--- config.mk ---
export PLATFORM = sky130hd
export DESIGN_NAME = gf180mcu_fd_sc_mcu9t5v0__nor_flt
export DESIGN_NICKNAME = d
export VERILOG_FILES = /design/src/rtl/gf180mcu_fd_sc_mcu9t5v0__nor_flt_pkg.sv /design/src/rtl/gf180mcu_fd_sc_mcu9t5v0__nor_flt_chan.sv /design/src/rtl/gf180mcu_fd_sc_mcu9t5v0__nor_flt.sv
export SDC_FILE = /design/constraint.sdc
export NUM_CORES = 1
export LEC_CHECK = 0
export ABC_AREA = 1
export BUFFER_PORTS_ARGS = -buffer_cell sky130_fd_sc_hd__buf_2
export CORE_MARGIN = 2
export CORE_UTILIZATION = 40
export CTS_BUF_LIST = sky130_fd_sc_hd__clkbuf_16
export CTS_CLUSTER_DIAMETER = 120
export DETAILED_ROUTE_END_ITERATION = 10
export PLACE_DENSITY = 0.69
export SLEW_MARGIN = 20
export SYNTH_ARGS = -nofsm -noshare
export SYNTH_HDL_FRONTEND = slang
export SYNTH_HIERARCHICAL = 1
export SYNTH_SLANG_ARGS = --single-unit
export TNS_END_PERCENT = 5
--- constraint.sdc ---
create_clock -name CLK -period 2.5 [get_ports CLK]
set_input_delay 0.25 -clock CLK [delete_from_list [all_inputs] [get_ports CLK]]
set_output_delay 0.25 -clock CLK [all_outputs]
set_load 0.1 [all_outputs]
--- src/rtl/gf180mcu_fd_sc_mcu9t5v0__nor_flt_pkg.sv ---
// Shared definitions for the filtered multi-channel NOR: parameter limits,
// counter width helper and the per-channel state record.
package gf180mcu_fd_sc_mcu9t5v0__nor_flt_pkg;

    localparam int CHANNELS_MIN = 1;
    localparam int CHANNELS_MAX = 16;
    localparam int WIDTH_MIN    = 2;
    localparam int WIDTH_MAX    = 8;
    localparam int FILT_MIN     = 1;
    localparam int FILT_MAX     = 255;

    // Wide enough for the largest legal FILT_CYC; each channel uses the low CW bits.
    localparam int CNT_MAX_W    = 8;

    function automatic int cw_f(input int filt_cyc);
        return $clog2(filt_cyc + 1);
    endfunction

    typedef struct packed {
        logic                 zn;
        logic [CNT_MAX_W-1:0] cnt;
    } chan_state_t;

endpackage

--- src/rtl/gf180mcu_fd_sc_mcu9t5v0__nor_flt_chan.sv ---
// One filtered NOR channel: ZN follows ~|A only after FILT_CYC consecutive
// disagreeing edges; CHG pulses for the cycle in which a new ZN appears.
module gf180mcu_fd_sc_mcu9t5v0__nor_flt_chan
    import gf180mcu_fd_sc_mcu9t5v0__nor_flt_pkg::*;
#(
    parameter int WIDTH    = 3,
    parameter int FILT_CYC = 4
) (
    input  logic             CLK,
    input  logic             RN,
    input  logic             HOLD,
    input  logic [WIDTH-1:0] A,
    output logic             ZN,
    output logic             CHG
);

    localparam int                   CW      = cw_f(FILT_CYC);
    localparam logic [CW-1:0]        TERM_CW = CW'(FILT_CYC - 1);
    localparam logic [CNT_MAX_W-1:0] TERM    = CNT_MAX_W'(TERM_CW);

    logic        w_raw;
    chan_state_t r_st;
    chan_state_t w_nxt;
    logic        r_chg;
    logic        w_chg_nxt;

    assign w_raw = ~|A;

    // HOLD wins over a toggle that would otherwise complete on this edge.
    always_comb begin
        w_nxt     = r_st;
        w_chg_nxt = 1'b0;
        if (!HOLD) begin
            if (w_raw == r_st.zn) begin
                w_nxt.cnt = '0;
            end else if (r_st.cnt == TERM) begin
                w_nxt.zn  = w_raw;
                w_nxt.cnt = '0;
                w_chg_nxt = 1'b1;
            end else begin
                w_nxt.cnt = r_st.cnt + CNT_MAX_W'(1);
            end
        end
    end

    always_ff @(posedge CLK) begin
        if (!RN) begin
            r_st  <= '0;
            r_chg <= 1'b0;
        end else begin
            r_st  <= w_nxt;
            r_chg <= w_chg_nxt;
        end
    end

    assign ZN  = r_st.zn;
    assign CHG = r_chg;

endmodule

--- src/rtl/gf180mcu_fd_sc_mcu9t5v0__nor_flt.sv ---
// Multi-channel registered NOR with per-channel glitch filter.
// Define GF180MCU_FD_SC_MCU9T5V0_NOR_FLT_SYNC_EN to add a two-flop input synchroniser.
module gf180mcu_fd_sc_mcu9t5v0__nor_flt
    import gf180mcu_fd_sc_mcu9t5v0__nor_flt_pkg::*;
#(
    parameter int CHANNELS = 1,
    parameter int WIDTH    = 3,
    parameter int FILT_CYC = 4
) (
    input  logic                      CLK,
    input  logic                      RN,
    input  logic [CHANNELS*WIDTH-1:0] A,
    input  logic                      HOLD,
    output logic [CHANNELS-1:0]       ZN,
    output logic [CHANNELS-1:0]       CHG
);

    if (CHANNELS < CHANNELS_MIN || CHANNELS > CHANNELS_MAX) begin : g_bad_channels
        $fatal(1, "nor_flt: CHANNELS=%0d out of range", CHANNELS);
    end
    if (WIDTH < WIDTH_MIN || WIDTH > WIDTH_MAX) begin : g_bad_width
        $fatal(1, "nor_flt: WIDTH=%0d out of range", WIDTH);
    end
    if (FILT_CYC < FILT_MIN || FILT_CYC > FILT_MAX) begin : g_bad_filt
        $fatal(1, "nor_flt: FILT_CYC=%0d out of range", FILT_CYC);
    end

    logic [CHANNELS*WIDTH-1:0] w_a;

`ifdef GF180MCU_FD_SC_MCU9T5V0_NOR_FLT_SYNC_EN
    logic [CHANNELS*WIDTH-1:0] r_sync_p0;
    logic [CHANNELS*WIDTH-1:0] r_sync_p1;

    // Synchroniser keeps running under HOLD; only channel state is frozen.
    always_ff @(posedge CLK) begin
        if (!RN) begin
            r_sync_p0 <= '0;
            r_sync_p1 <= '0;
        end else begin
            r_sync_p0 <= A;
            r_sync_p1 <= r_sync_p0;
        end
    end

    assign w_a = r_sync_p1;
`else
    assign w_a = A;
`endif

    for (genvar c = 0; c < CHANNELS; c++) begin : g_chan
        gf180mcu_fd_sc_mcu9t5v0__nor_flt_chan #(
            .WIDTH    (WIDTH),
            .FILT_CYC (FILT_CYC)
        ) u_chan (
            .CLK  (CLK),
            .RN   (RN),
            .HOLD (HOLD),
            .A    (w_a[c*WIDTH +: WIDTH]),
            .ZN   (ZN[c]),
            .CHG  (CHG[c])
        );
    end

endmodule

==> Word level (Yosys, flattened, before mapping) <==
Cells that the tools add are included.
{ "word_totals": {"output_inout_bits": 2, "ff_bits": 10, "elab_cells": 16} }
{ "op_classes": {"n_reduce_logical": 4, "muxes": 3, "bitwise": 3, "eq_ne": 2, "addsub": 1} }
{ "op_table": {"columns": ["cell", "n"], "rows": [
  ["8-bit 2-to-1 mux", 2],
  ["8-bit by 1-bit adder with 8-bit output, second input constant", 1],
  ["8-bit by 2-bit == test with 1-bit output, second input constant", 1],
  ["3-bit OR reduction", 2],
  ["1-bit inverter", 3],
  ["3-bit AND reduction", 1],
  ["1-bit == test", 1],
  ["1-bit zero test", 1],
  ["1-bit 2-to-1 mux", 1]
]} }

==> Logic depth before layout (Yosys ltp) <==
{ "depth": {"ltp_word": 5, "depth_mapped": 7} }

==> Worst setup path after synthesis <==
OpenSTA, ideal clock, no wires.
{ "synth_timing": {"path_kind": "register -> register", "startpoint": "register g_chan[0].u_chan.r_st (netlist bit g_chan[0].u_chan/ZN)", "endpoint": "register g_chan[0].u_chan.r_st (netlist bit g_chan[0].u_chan/ZN)", "arrival_ps": 1606, "n_path_buf": 0, "t_required_ps": 2430, "slack_ps": 824, "setup_time_ps": 70, "stages_incl_launch_ff": 7, "cell_sequence": "dfxtp_1 inv_1 nand2_1 nand2_1 inv_1 nand3_1 a21oi_1"} }
{ "synth_via": {"elab_chain_cells": 3} }
{ "synth_rtl": {"columns": ["item", "line", "rtl"], "rows": [
  ["from (decl)", "gf180mcu_fd_sc_mcu9t5v0__nor_flt_chan.sv:22", "chan_state_t r_st;"],
  ["from (signal assigned)", "gf180mcu_fd_sc_mcu9t5v0__nor_flt_chan.sv:51", "r_st <= w_nxt;"],
  ["1-bit == test", "gf180mcu_fd_sc_mcu9t5v0__nor_flt_chan.sv:34", "if (w_raw == r_st.zn) begin"],
  ["1-bit inverter (no source line)", null, null],
  ["3-bit AND reduction (no source line)", null, null]
]} }
Every way passes these cells.
A chain may end at the register's enable or synchronous reset.

==> Final worst setup path <==
{ "layout_timing": {"startpoint": "register g_chan[0].u_chan/r_st[0] (netlist name)", "endpoint": "register g_chan[0].u_chan.r_st (netlist bit g_chan[0].u_chan/ZN)"} }
{ "layout_via": {"elab_chain_cells": 2} }
{ "layout_rtl": {"columns": ["item", "line", "rtl"], "rows": [
  ["8-bit by 2-bit == test with 1-bit output", "gf180mcu_fd_sc_mcu9t5v0__nor_flt_chan.sv:36", "end else if (r_st.cnt == TERM) begin"],
  ["3-bit AND reduction (no source line)", null, null]
]} }
Every way passes these cells.

==> out/results.txt <==
# diodes: 0
share of cells above drive strength 1: 0.117
die area: 0.00178 mm2
WL final: 1360 um
worst hold path depth: 3
total negative slack: 0 ns
Max Freq: 0.714 GHz
Core ar.: 0.00133 mm2
Area growth, synth to finish: 21.9%
IO Port Bufs: 7
# DRC: 0
Slew headroom: 0.675
fin util: 0.533
area leader, netlist: dfxtp_1
Yosys warning count: 6
arrival time at the worst endpoint: 1.57 ns
post-synthesis sequential area ratio: 0.343
Antenna Violating Nets Remaining: 0
Max Used Layer: met4
setup bufs post-CTS: 0
CTS Buffer Depth: 2
final worst slack: 1.10 ns
Fill cells: 151
pins over their slew limit: 0
global-route wire length before repair: 2550 um
worst-case reg-to-reg path depth: 5
Clock power frac: 0.616
nets@finish: 112
clk_lat worst skew: 0.24 ns
origin of the critical flop-to-flop path: g_chan[0].u_chan/r_st[0]$_SDFFE_PN0N_
Gate power share: 0.037
CTS tree: done
met3 wire length: 66 um
Max Cap Viol: 0
CP Capture Type: flop
WP data required: 2.67 ns
CTS hold repair buffers: 0
worst slew pin tran: 0.490 ns
status: completed
CTS Sinks: 10
Num CTS Buffers: 3
PwrDens: 654 mW/mm2
clk_skew: 0.00326 ns
Internal Power: 0.000375 W
worst hold start: RN
1st-iter DRT viols: 12
CTS clk-pin slew, worst paths: 0.04 ns
post-synth cell types: 15
final clock period utilization by the worst path: 0.560
hold endpoint: g_chan[0].u_chan/ZN$_SDFFE_PN0P_
CP Launch Type: flop
placed insts: 114
Area contributors post-synth: dfxtp_1, nand2_1, nand3_1, a21oi_1, nor2_1
post-CTS resize count: 0
Switching Power: 0.0000894 W
vias in the first global route: 587
setup slack, reg-to-reg: 1.10 ns
wl on met1: 638 um
synthesized netlist cell count: 93
final setup vio count: 0
via count: 609
syn nets: 101
Die Y: 42.2 um
CP max FO: 6
Final Hold Violating Endpoints: 0
Pre-antenna DRT Iters: 4
Final Non-Filler Cells: 118
Yosys reg bits: 10
boundary pin count: 8
Place WS: 1.12 ns
mean number of vias per cell: 5.16
Die X: 42.2 um
RSZ-0062 raised after global routing: false
post-DR wirelength/cell: 11.6 um
fin crit period: 1.40 ns
CP Class: reg -> reg
Synth Cell Area: 583 um2
initial antenna violation count: 0
average size of a mapped cell: 6.27 um2
FP Rows: 13
Initial Util: 0.437
gr usage total: 0.187
area of the multi-input gates: 337 um2
Placer Congestion: 0.776
sequential cell area: 200 um2
DR WL met2: 632 um
grt total ovfl: 0
root buf cell: clkbuf_16
hpwl dp: 967 um
Hold/Removal Path Class: in -> reg
Switching Share: 0.192
Reg power frac: 0.347
Yosys top cell area share: 0.343
P_leak: 0.300 nW
Worst R2R End: g_chan[0].u_chan/ZN$_SDFFE_PN0P_
H-tree levels: 1
largest net degree at the start of global routing: 11
VDD IR-drop max: 0.426 mV
cell usage after synthesis:
| cell type | number |
|---|---|
| dfxtp_1 | 10 |
| nand4_1 | 1 |
| nand2_1 | 28 |
| inv_1 | 9 |
| nor2_1 | 11 |
| o21ai_0 | 2 |
| a21oi_1 | 9 |
| xnor2_1 | 1 |
| nor2_4 | 1 |
| buf_2 | 1 |
| nand2_2 | 1 |
| nand3b_1 | 1 |
| nand3_1 | 14 |
| ha_1 | 2 |
| clkinv_1 | 2 |
per-stage QoR:
| stage | total power, W | hold slack, ns | cell area (um2) |
|---|---|---|---|
| finish | 0.000465 | 0.262 | 711 |
| global route | 0.000482 | 0.276 | 711 |
| CTS | 0.000471 | 0.259 | 711 |
| detailed placement | 0.000181 | 0.476 | 632 |
| global placement | 0.000181 | 0.466 | 632 |
| floorplan | 0.000174 | 0.374 | 583 |
worst max path at each step:
stage | start | to | slack [ns] | depth (start not counted)
2_1_floorplan | g_chan[0].u_chan/ZN$_SDFFE_PN0P_ | g_chan[0].u_chan/ZN$_SDFFE_PN0P_ | 0.82 | 6
3_3_place_gp | g_chan[0].u_chan/r_st[0]$_SDFFE_PN0N_ | g_chan[0].u_chan/ZN$_SDFFE_PN0P_ | 1.23 | 5
3_5_place_dp | g_chan[0].u_chan/r_st[0]$_SDFFE_PN0N_ | g_chan[0].u_chan/ZN$_SDFFE_PN0P_ | 1.12 | 6
4_1_cts | g_chan[0].u_chan/r_st[0]$_SDFFE_PN0N_ | g_chan[0].u_chan/ZN$_SDFFE_PN0P_ | 1.11 | 6
5_1_grt | g_chan[0].u_chan/r_st[0]$_SDFFE_PN0N_ | g_chan[0].u_chan/ZN$_SDFFE_PN0P_ | 0.95 | 6
6_report | g_chan[0].u_chan/r_st[0]$_SDFFE_PN0N_ | g_chan[0].u_chan/ZN$_SDFFE_PN0P_ | 1.10 | 5
cell type report:
cell class,count,share of cell area
Sequential cell,10,0.282
Tap cell,15,0.0264
Timing Repair Buffer,7,0.0493
Clock buffer,3,0.106
Multi-Input combinational cell,71,0.474
Clock inverter,1,0.00528
Inverter,11,0.0581
flip-flops by register name, indices dropped and copies added (netlist names):
signal	cells
g_chan.u_chan/r_st	8
g_chan.u_chan/ZN	1
g_chan.u_chan/CHG	1
critical path, stage by stage, from the launching register on:
cell     delay, ns
dfxtp_1       0.41
ha_1          0.23
nand3_1       0.10
nor2_1        0.29
nand3_1       0.16
a21oi_1       0.15
kinds of logic (layout without fill, tap and decap cells):
logic type / after synthesis / count (layout) / share of synthesized area
AO/OA/AOI/OAI: 11 / 11 / 0.0944
buffers and inverters: 12 / 22 / 0.0794
flip-flops: 10 / 10 / 0.343
XOR/XNOR: 1 / 1 / 0.0150
AND/OR/NAND/NOR: 57 / 57 / 0.425
adder cells (fa/ha/maj): 2 / 2 / 0.0429
power by group through the flow:
stage          combinational, W  sequential, W  clock, W
5_1_grt               0.0000192       0.000161  0.000302
3_3_place_gp          0.0000170       0.000164         0
4_1_cts               0.0000173       0.000161  0.000292
6_report              0.0000172       0.000161  0.000286
3_5_place_dp          0.0000173       0.000164         0
2_1_floorplan         0.0000101       0.000164         0
metal layers:
metal	vias to the layer above	track usage
met5	-	0
met4	0	0.0938
met3	4	0.0517
met2	18	0.277
met1	269	0.247
li1	318	-
cell usage in the layout, fill, tap and decap left out, types with 3 or more instances in the layout:
master	count
a21oi_1	9
buf_2	7
clkbuf_16	3
clkinv_1	3
dfxtp_1	10
inv_1	9
nand2_1	28
nand3_1	14
nor2_1	11
Note: power is estimated with default switching activity, not from simulation.
